`config.mk`:
```
export PLATFORM = sky130hd
export DESIGN_NAME = alu_writeback_stage
export DESIGN_NICKNAME = d
export VERILOG_FILES = /design/src/rtl/alu_writeback_stage.sv
export SDC_FILE = /design/constraint.sdc
export NUM_CORES = 1
export LEC_CHECK = 0
export CAP_MARGIN = 0
export CORE_AREA = 2 2 94 118
export DETAILED_ROUTE_END_ITERATION = 6
export DIE_AREA = 0 0 96 120
export PLACE_DENSITY = 0.79
export SYNTH_ARGS = -nofsm -noshare
export SYNTH_HDL_FRONTEND = slang
export SYNTH_SLANG_ARGS = --single-unit
export TNS_END_PERCENT = 50
```
`constraint.sdc`:
```
create_clock -name iClk -period 2.4 [get_ports iClk]
set_input_delay 0.24 -clock iClk [delete_from_list [all_inputs] [get_ports iClk]]
set_output_delay 0.24 -clock iClk [all_outputs]
set_load 0.05 [all_outputs]
```
`src/rtl/alu_writeback_stage.sv`:
```
// ALU-to-writeback 2-entry in-order skid buffer with architectural N/Z flags; 1-cycle latency, registered oReady (=!full).
// Optional bypass ports are built when WB_FWD_EN is defined.
module alu_writeback_stage #(
  parameter int DATA_W = 32,
  parameter int REG_AW = 5
) (
  input  logic              iClk,
  input  logic              iRst_n,
  input  logic              iValid,
  output logic              oReady,
  input  logic [DATA_W-1:0] iResult,
  input  logic              iNEG,
  input  logic              iZERO,
  input  logic [REG_AW-1:0] iRd,
  input  logic              iWrEn,
  input  logic              iSetFlags,
  output logic              oWbValid,
  input  logic              iWbReady,
  output logic [DATA_W-1:0] oWbData,
  output logic [REG_AW-1:0] oWbRd,
  output logic              oWbWrEn,
  output logic              oFlagN,
  output logic              oFlagZ
`ifdef WB_FWD_EN
  ,
  input  logic [REG_AW-1:0] iSrcA,
  input  logic [REG_AW-1:0] iSrcB,
  output logic              oFwdHitA,
  output logic              oFwdHitB,
  output logic [DATA_W-1:0] oFwdDataA,
  output logic [DATA_W-1:0] oFwdDataB
`endif
);

  typedef struct packed {
    logic [DATA_W-1:0] data;
    logic [REG_AW-1:0] rd;
    logic              wren;
    logic              setf;
    logic              neg;
    logic              zero;
  } entry_t;

  entry_t            mem_q [2];
  entry_t            mem_d [2];
  logic              rd_ptr_q, rd_ptr_d;
  logic              wr_ptr_q, wr_ptr_d;
  logic [1:0]        count_q, count_d;
  logic              ready_q, ready_d;
  logic              flag_n_q, flag_n_d;
  logic              flag_z_q, flag_z_d;
  logic [DATA_W-1:0] wb_data_q, wb_data_d;
  logic [REG_AW-1:0] wb_rd_q, wb_rd_d;

  logic   accept;
  logic   retire;
  entry_t head;
  entry_t new_entry;

  assign accept = iValid & ready_q;
  assign retire = (count_q != 2'd0) & iWbReady;
  assign head   = mem_q[rd_ptr_q];

  always_comb begin
    new_entry      = '0;
    new_entry.data = iResult;
    new_entry.rd   = iRd;
    // Register 0 is hardwired zero, so a write to it is dropped at capture.
    new_entry.wren = iWrEn & (iRd != '0);
    new_entry.setf = iSetFlags;
    new_entry.neg  = iNEG;
    new_entry.zero = iZERO;
  end

  always_comb begin
    mem_d[0] = mem_q[0];
    mem_d[1] = mem_q[1];
    if (accept) begin
      mem_d[wr_ptr_q] = new_entry;
    end
    wr_ptr_d = wr_ptr_q ^ accept;
    rd_ptr_d = rd_ptr_q ^ retire;
    case ({accept, retire})
      2'b10:   count_d = count_q + 2'd1;
      2'b01:   count_d = count_q - 2'd1;
      default: count_d = count_q;
    endcase
    ready_d  = (count_d != 2'd2);
    flag_n_d = flag_n_q;
    flag_z_d = flag_z_q;
    if (retire && head.setf) begin
      flag_n_d = head.neg;
      flag_z_d = head.zero;
    end
    // Presentation registers track the next head and hold their value once empty.
    wb_data_d = wb_data_q;
    wb_rd_d   = wb_rd_q;
    if (count_d != 2'd0) begin
      wb_data_d = mem_d[rd_ptr_d].data;
      wb_rd_d   = mem_d[rd_ptr_d].rd;
    end
  end

  always_ff @(posedge iClk or negedge iRst_n) begin
    if (!iRst_n) begin
      for (int i = 0; i < 2; i++) begin
        mem_q[i] <= '0;
      end
      rd_ptr_q  <= 1'b0;
      wr_ptr_q  <= 1'b0;
      count_q   <= 2'd0;
      ready_q   <= 1'b1;
      flag_n_q  <= 1'b0;
      flag_z_q  <= 1'b0;
      wb_data_q <= '0;
      wb_rd_q   <= '0;
    end else begin
      mem_q[0]  <= mem_d[0];
      mem_q[1]  <= mem_d[1];
      rd_ptr_q  <= rd_ptr_d;
      wr_ptr_q  <= wr_ptr_d;
      count_q   <= count_d;
      ready_q   <= ready_d;
      flag_n_q  <= flag_n_d;
      flag_z_q  <= flag_z_d;
      wb_data_q <= wb_data_d;
      wb_rd_q   <= wb_rd_d;
    end
  end

  assign oReady   = ready_q;
  assign oWbValid = (count_q != 2'd0);
  assign oWbData  = wb_data_q;
  assign oWbRd    = wb_rd_q;
  assign oWbWrEn  = oWbValid & head.wren;
  assign oFlagN   = flag_n_q;
  assign oFlagZ   = flag_z_q;

`ifdef WB_FWD_EN
  // The slot behind the write pointer always holds the youngest live entry.
  logic yng_ptr;
  assign yng_ptr = ~wr_ptr_q;

  function automatic logic [DATA_W:0] fwd_lookup(input logic [REG_AW-1:0] src);
    entry_t yng;
    entry_t old;
    yng = mem_q[yng_ptr];
    old = mem_q[wr_ptr_q];
    if (src == '0) begin
      return '0;
    end else if ((count_q != 2'd0) && yng.wren && (yng.rd == src)) begin
      return {1'b1, yng.data};
    end else if ((count_q == 2'd2) && old.wren && (old.rd == src)) begin
      return {1'b1, old.data};
    end
    return '0;
  endfunction

  logic [DATA_W:0] fwd_a;
  logic [DATA_W:0] fwd_b;
  assign fwd_a     = fwd_lookup(iSrcA);
  assign fwd_b     = fwd_lookup(iSrcB);
  assign oFwdHitA  = fwd_a[DATA_W];
  assign oFwdHitB  = fwd_b[DATA_W];
  assign oFwdDataA = fwd_a[DATA_W-1:0];
  assign oFwdDataB = fwd_b[DATA_W-1:0];
`endif

endmodule

```
After elaboration in Yosys (flattened, before gate mapping). Index checks and enable logic that the tools add are counted.

Equality and inequality tests: 3. Mux-type cells: 11. Add/subtract/negate cells: 2. Reductions and logical operators: 5. Order comparisons: 4. Bitwise gates (word level): 9.

Operator list (number): $mux 41 (4); $bwmux 82 (1); $mux 82 (1); $demux 41 s1 (1); $mux 4 (3); $ge 2x2->1 const B (3); $not 1->2 (3); $reduce_bool 5->1 (1); $and 1x1->1 (4); $pmux 2 s2 (1); $reduce_bool 2->1 (2); $add 2x1->2 const B (1); $eq 2x1->1 const B (1); $eq 2x2->1 const B (1); $logic_and 1x1->1 (2); $lt 2x1->1 const B (1); $ne 2x2->1 const B (1); $sub 2x1->2 const B (1); $xor 1x1->1 (2).

Logic and storage cells: 54. Flip-flop bits (word level): 126.

Longest topological paths before layout. Gate-level depths: netlist of run 1.

Word-level depth: 10. Gate-level depth with buffers: 9. Mapped depth without buffers: 7.

Least setup slack after synthesis of run 1. No wires, ideal clock.

Path type: register to register. Start point: register ready_q (netlist: oReady). End point: register wb_data_q[10] (netlist: oWbData[10]). Arrival: 2.201 ns. Required time: 2.321 ns. Setup slack: 0.120 ns. Cell stages (with the launch flop): 10. Library setup time: 0.079 ns. Path buffers: 2. Period minus slack after synthesis: 2.280 ns. Cell sequence: dfstp_2 > and2_1 > inv_1 > ha_1 > and2b_4 > a21oi_2 > a2bb2oi_2 > buf_6 > buf_6 > mux2i_1.

Cells in the longest elaborated chain, start to end: 5.

Ends and longest elaborated chain: start, declared (RTL line 49) `logic ready_q, ready_d;`; start signal, assigned (RTL line 123) `ready_q <= ready_d;`; $and 1x1->1 (*) (RTL line 60) `assign accept = iValid & ready_q;`; $mux 82 (RTL line 78) `if (accept) begin`; $mux 41 (3 in a row); end signal, assigned (RTL line 126) `wb_data_q <= wb_data_d;`; end, declared (RTL line 52) `logic [DATA_W-1:0] wb_data_q, wb_data_d;`.

Every way passes the cells marked *; elsewhere a longest branch is shown, timed or not. The select of a mux whose other input is x is not followed. A chain may end at the register's enable or synchronous reset.

Worst setup path in the final report of run 1.
Start point: register ready_q (netlist: oReady). End point: register wb_rd_q[1] (netlist: oWbRd[1]).

Cells in the longest elaborated chain, start to end: 5.

Ends and longest elaborated chain: $and 1x1->1 (*) (RTL line 60); $mux 82 (RTL line 78); $mux 41 (implied by the code) (3 in a row) (RTL line 100) `wb_rd_d = mem_d[rd_ptr_d].rd;`; end signal, assigned (RTL line 127) `wb_rd_q <= wb_rd_d;`; end, declared (RTL line 53) `logic [REG_AW-1:0] wb_rd_q, wb_rd_d;`.

Marked as above.

==> flow_metrics.py, run 1 <==
metrics = {
    "routing": {
        "routed-via-count": 3192,
        "drt_first_pass_iters": 4,
        "drc_errors": 0,
        "drt_wl_total_um": 10700,
        "vias_per_cell": 5.14,
        "antenna_left": 0,
        "post_drt_wl_per_cell_um": 17.2,
        "drt-initial-drc-count": 143,
    },
    "yosys": {
        "synth-seq-cells": 126,
        "synthCells": 374,
        "ys.warnings.count": 0,
        "netlist_area_mm2": 0.00551,
        "ys_seq_area_share_pct": 57.2,
        "synth_nets": 422,
        "avgSynthCellArea_um2": 14.7,
        "yosysUniqueCellTypes": 28,
    },
    "run_status": {
        "status": "completed",
    },
    "power_and_ir_drop": {
        "p_clk_share_pct": 21.3,
        "switching_share_pct": 37.4,
        "pwr-share-seq_pct": 30.3,
        "comb_power_share_pct": 48.3,
        "power_density_mw_per_mm2": 1720,
        "leakage_nw": 3.55,
        "p_int_w": 0.00775,
        "peakVddDrop_v": 0.00118,
        "p_sw_w": 0.00463,
    },
    "timing": {
        "clock-skew-final_ps": 9.24,
        "slew_viol_final": 0,
        "maxSlewHeadroom_pct": 62.6,
        "period_needed_ps": 2250,
        "min_period_over_period_pct": 93.9,
        "setup_viol": 0,
        "hold_viol_final": 0,
        "fin_tns_setup_ps": 0,
        "max_freq_mhz": 444,
        "rsz0062_at_grt": "false",
        "worstMarginPinSlew_ps": 560,
    },
    "placed_design": {
        "dpl.hpwl_um": 6900,
        "dp.cells": 589,
        "gp_congestion": 0.717,
        "io_buffers": 86,
        "dpl_cell_area_mm2": 0.00657,
    },
    "finish": {
        "fin_nets": 525,
        "final_layout_size_suffix_gt1_share_pct": 18.4,
        "fin_util_pct": 68.7,
        "final_cells": 621,
        "diodes": 0,
        "final_common_cell": "dfrtp_1",
        "post-route-cell-area_mm2": 0.00719,
        "layout_common_cells": "dfrtp_1 (125), clkdlybuf4s50_1 (85), mux2i_1 (80), inv_1 (45), mux2_1 (36)",
        "syn2layout_area_growth_pct": 30.3,
    },
    "min_path": {
        "hp-class": "in2async",
    },
    "global_route": {
        "grt_max_degree": 55,
        "grt_pass1_wl_um": 17900,
        "grt_overflow": 0,
        "grt_pass1_vias": 3606,
        "antenna_found_initial": 0,
        "grtUsageTotal_pct": 20.7,
    },
    "clock_tree": {
        "cts_hold_buf": 1,
        "cts_buffers": 17,
        "root_buffer": "clkbuf_16",
        "cts_resized": 0,
        "cts_num_sinks": 126,
        "ctsHtreeMaxLevel": 4,
        "cts_tree": "done",
        "clk_pin_slew_ps": 60,
        "cts_setup_buffers": 0,
        "insertion_delay_ps": 410,
        "cts_max_path_buffers": 2,
    },
    "worst_setup_path": {
        "required_ps": 2720,
        "start_kind": "register",
        "max_stage_delay_ps": 560,
        "path_depth": 8,
        "path_class": "reg2reg",
        "cp_cell_sequence": "and2_1 -> inv_1 -> ha_1 -> and2b_4 -> a21oi_2 -> a2bb2oi_4 -> buf_12 -> mux2i_1",
        "crit_buf_inv": 2,
        "path_delay_family": "flip-flops",
        "end_kind": "register",
        "crit_fanout": 20,
        "reg2regPathDepth": 8,
        "critPathSlowestCell": "dfstp_2",
        "arrival_ps": 2580,
    },
    "die": {
        "die_area_mm2": 0.0115,
        "die_width_um": 96,
        "fp.coreArea_mm2": 0.0105,
        "die_h_um": 120,
        "ioPinCount": 87,
        "initial_core_util_pct": 52.7,
        "std_cell_rows": 42,
    },
    "run": {
        "drv_cap": 0,
    },
}
power by group through the flow:
stage	Sequential [W]	Clock [W]	Combinational, W
6_report	0.00375	0.00264	0.00598
5_1_grt	0.00387	0.00279	0.00641
4_1_cts	0.00376	0.00268	0.00606
3_5_place_dp	0.00378	0	0.00601
3_3_place_gp	0.00371	0	0.00585
2_1_floorplan	0.00485	0	0.00334
kinds of logic after synthesis:
family / Yosys count / synth area share [%]
compound gates: 7 / 1.09
flops: 126 / 57.2
xor+xnor: 3 / 0.613
buf+inv: 61 / 6.06
mux: 160 / 32.9
simple gates: 14 / 1.45
fa+ha+maj: 3 / 0.681
layer usage:
layer	up-vias	wire length [um]	share of wire [%]	track usage [%]
li1	1468	-	-	-
met1	1646	4510	42	25.3
met2	66	5470	51	33.5
met3	12	552	5.2	7.60
met4	0	145	1.4	7.50
met5	-	0	0	0
Yosys cell counts (all sizes together):
cell type,n,area share (%)
or4,1,0.14
dfstp,1,0.48
xor2,2,0.45
and2,1,0.11
nor2b,2,0.23
xnor2,1,0.16
buf,15,2.9
a2bb2oi,1,0.27
ha,3,0.68
inv,45,3.1
o21ai,3,0.48
dfrtp,125,57
nand3,1,0.18
nor2,7,0.48
a21oi,3,0.34
mux2i,80,15
clkbuf,1,0.14
and2b,1,0.18
mux2,80,18
nand3b,1,0.14
worst reg2reg max path, stage by stage, from the launching register on:
cell       delay, ps
dfstp_2          560
and2_1           150
inv_1             50
ha_1             310
and2b_4          230
a21oi_2          190
a2bb2oi_4        220
buf_12           220
mux2i_1          240
sequential cells by signal (all words and copies together) (netlist names), named ones only:
register and flops:
mem_q 74, rd_ptr_q 1, oWbRd 5, count_q 2, oReady 1, oFlagZ 1, oFlagN 1, oWbData 32
wr_ptr_q 1
through the flow:
step	worst slack, ps	hold WS (ps)	power [W]
3_3_place_gp	105	141	0.00956
2_1_floorplan	120	-55.6	0.00819
4_1_cts	90.2	247	0.0125
3_5_place_dp	9.58	149	0.00979
5_1_grt	25.1	296	0.0131
6_report	147	262	0.0124
worst paths after layout:
check,start,to,slack (ps)
max,oReady,oWbRd[1],150
min in group iClk,iWrEn,register,450
max in group asynchronous,iRst_n,oReady,1450
min reg2reg,mem_q[28],mem_q[28],480
max reg2reg,oReady,oWbRd[1],150
min,iRst_n,oWbData[9],260
final cells by class:
cell class	count	area (um^2)
flip-flops and latches	126	3150
clock buffers	25	475
repair buffers	100	1040
inverters	45	169
multi-input cells	187	2050
well taps	132	165
clock inverters	6	133
fillers	744	3270
No activity file was read; power rests on OpenSTA's default activity.
==> run 2, diff against run 1 <==
Clock period 2.4 ns to 2.3 ns, I/O delays scaled along.
==> flow_metrics.py, run 2 (synthesis gave the netlist of run 1 again) <==
metrics = {
    "routing": {
        "drt_first_pass_iters": 4,
        "drt-initial-drc-count": 127,
        "drc_errors": 0,
        "post_drt_wl_per_cell_um": 17.0,
        "vias_per_cell": 5.12,
        "drt_wl_total_um": 10600,
        "routed-via-count": 3196,
        "antenna_left": 0,
    },
    "finish": {
        "syn2layout_area_growth_pct": 29.5,
        "regMostFlops": "mem_q",
        "diodes": 0,
        "fill_cells": 732,
        "final_common_cell": "dfrtp_1",
        "largest_reg_flops": 74,
        "fin_nets": 528,
        "final_layout_size_suffix_gt1_share_pct": 18.9,
        "post-route-cell-area_mm2": 0.00714,
        "layout_common_cells": "dfrtp_1 (125), clkdlybuf4s50_1 (85), mux2i_1 (80), inv_1 (45), mux2_1 (36)",
    },
    "timing": {
        "period_needed_ps": 2170,
        "min_period_over_period_pct": 94.3,
        "max_freq_mhz": 461,
        "hold_viol_final": 0,
        "rsz0062_at_grt": "false",
        "setup_viol": 0,
        "slew_viol_final": 0,
        "worst_slack_ps": 131,
        "fin_tns_setup_ps": 0,
        "clock-skew-final_ps": 8.00,
        "worstMarginPinSlew_ps": 624,
        "maxSlewHeadroom_pct": 58.4,
    },
    "clock_tree": {
        "cts_resized": 0,
        "clk_pin_slew_ps": 50,
        "cts_tree": "done",
        "cts_num_sinks": 126,
        "ctsHtreeMaxLevel": 4,
        "cts_max_path_buffers": 2,
        "cts_buffers": 17,
        "root_buffer": "clkbuf_16",
        "insertion_delay_ps": 400,
    },
    "die": {
        "fp.coreArea_mm2": 0.0105,
        "ioPinCount": 87,
        "std_cell_rows": 42,
        "die_area_mm2": 0.0115,
        "die_width_um": 96,
        "initial_core_util_pct": 52.7,
        "die_h_um": 120,
    },
    "worst_setup_path": {
        "start_kind": "register",
        "path_delay_family": "buffers and inverters",
        "crit_fanout": 4,
        "end_kind": "output pin",
        "path_class": "reg2out",
        "cp_cell_sequence": "buf_4 -> nor2_1 -> nor2_1 -> clkdlybuf4s50_1",
        "startpoint": "count_q[1]",
        "max_stage_delay_ps": 810,
        "critPathSlowestCell": "clkdlybuf4s50_1",
        "arrival_ps": 1940,
        "rr_startpoint": "oReady",
        "crit_buf_inv": 2,
        "cpMostUsedCell": "nor2_1",
        "required_ps": 2070,
    },
    "placed_design": {
        "pre_cts_slack_ps": -18.1,
        "gp_congestion": 0.724,
        "dpl_cell_area_mm2": 0.00659,
        "io_buffers": 86,
        "dpl.hpwl_um": 6900,
    },
    "power_and_ir_drop": {
        "peakVddDrop_v": 0.00101,
        "leakage_nw": 3.54,
        "power_density_mw_per_mm2": 1770,
        "finalPower_w": 0.0126,
    },
    "run_status": {
        "status": "completed",
    },
    "run": {
        "drv_cap": 0,
    },
    "global_route": {
        "grt_overflow": 0,
        "grt_pass1_vias": 3596,
        "grtUsageTotal_pct": 20.2,
        "grt_pass1_wl_um": 17600,
        "antenna_found_initial": 0,
        "grt_max_degree": 53,
    },
    "min_path": {
        "hp-class": "in2async",
    },
}
[run 2: changes by cell type in the layout (fill, tap and decap cells not counted), sizes merged]
| cell | before | now |
|---|---|---|
| clkbuf | 25 | 23 |
| clkinv | 1 | 5 |
| buf | 14 | 17 |
| bufinv | 4 | 2 |
[run 2: where the power goes]
part           switching, W  total [W]  internal, W  leakage [nW]
sequential         0.000485    0.00390      0.00341          1.48
clock              0.000874    0.00245      0.00158         0.265
combinational       0.00343    0.00627      0.00284          1.79
[run 2: layout make-up]
class	count	area (um^2)	share of cell area (%)
sequential	126	3150	44.2
multi-input combinational	187	2050	28.7
timing repair buffer	103	1060	14.9
clock buffer	23	448	6.27
inverter	45	169	2.37
tap	132	165	2.31
clock inverter	8	92.6	1.30
[run 2: per-stage QoR]
stage | hold slack (ps) | cells | util (%)
after detailed placement | 288 | 592 | 63.0
after floorplan | -65.6 | 374 | -
after global placement | 280 | 592 | 63.0
after CTS | 399 | 624 | 68.3
final | 383 | 624 | 68.3
after global routing | 436 | 624 | 68.3
[run 2: path summary, 6_finish.rpt]
path,endpoint,slack (ps),cells past startpoint
setup / recovery,oWbWrEn,130,4
hold / removal,mem_q[59],380,2
setup reg to reg,oWbData[22],140,8
hold reg to reg,mem_q[11],490,1
max in group asynchronous,mem_q[49],1180,3
min in group iClk,register,470,2
[run 2: repair_timing]
action | 4_1_cts | 5_1_grt
buffers inserted | 0 | 0
endpoints found under the hold margin | 42 | 0
hold buffers | 1 | 0
endpoints found under the setup margin | 0 | 0
[run 2: layer usage]
| metal | vias to the layer above | global-route usage [%] | share of wire [%] |
|---|---|---|---|
| li1 | 1476 | - | - |
| met1 | 1648 | 24.9 | 42 |
| met2 | 61 | 33.9 | 52 |
| met3 | 11 | 5.52 | 4.5 |
| met4 | 0 | 6.61 | 1.2 |
| met5 | - | 0 | 0 |
[run 2: worst reg2reg max path, stage by stage (launching register included)]
cell       delay, ps
dfstp_2          570
and2_1           150
inv_1             50
ha_1             290
and2b_4          200
a21oi_2          180
a2bb2oi_4        210
buf_12           200
mux2i_1          240
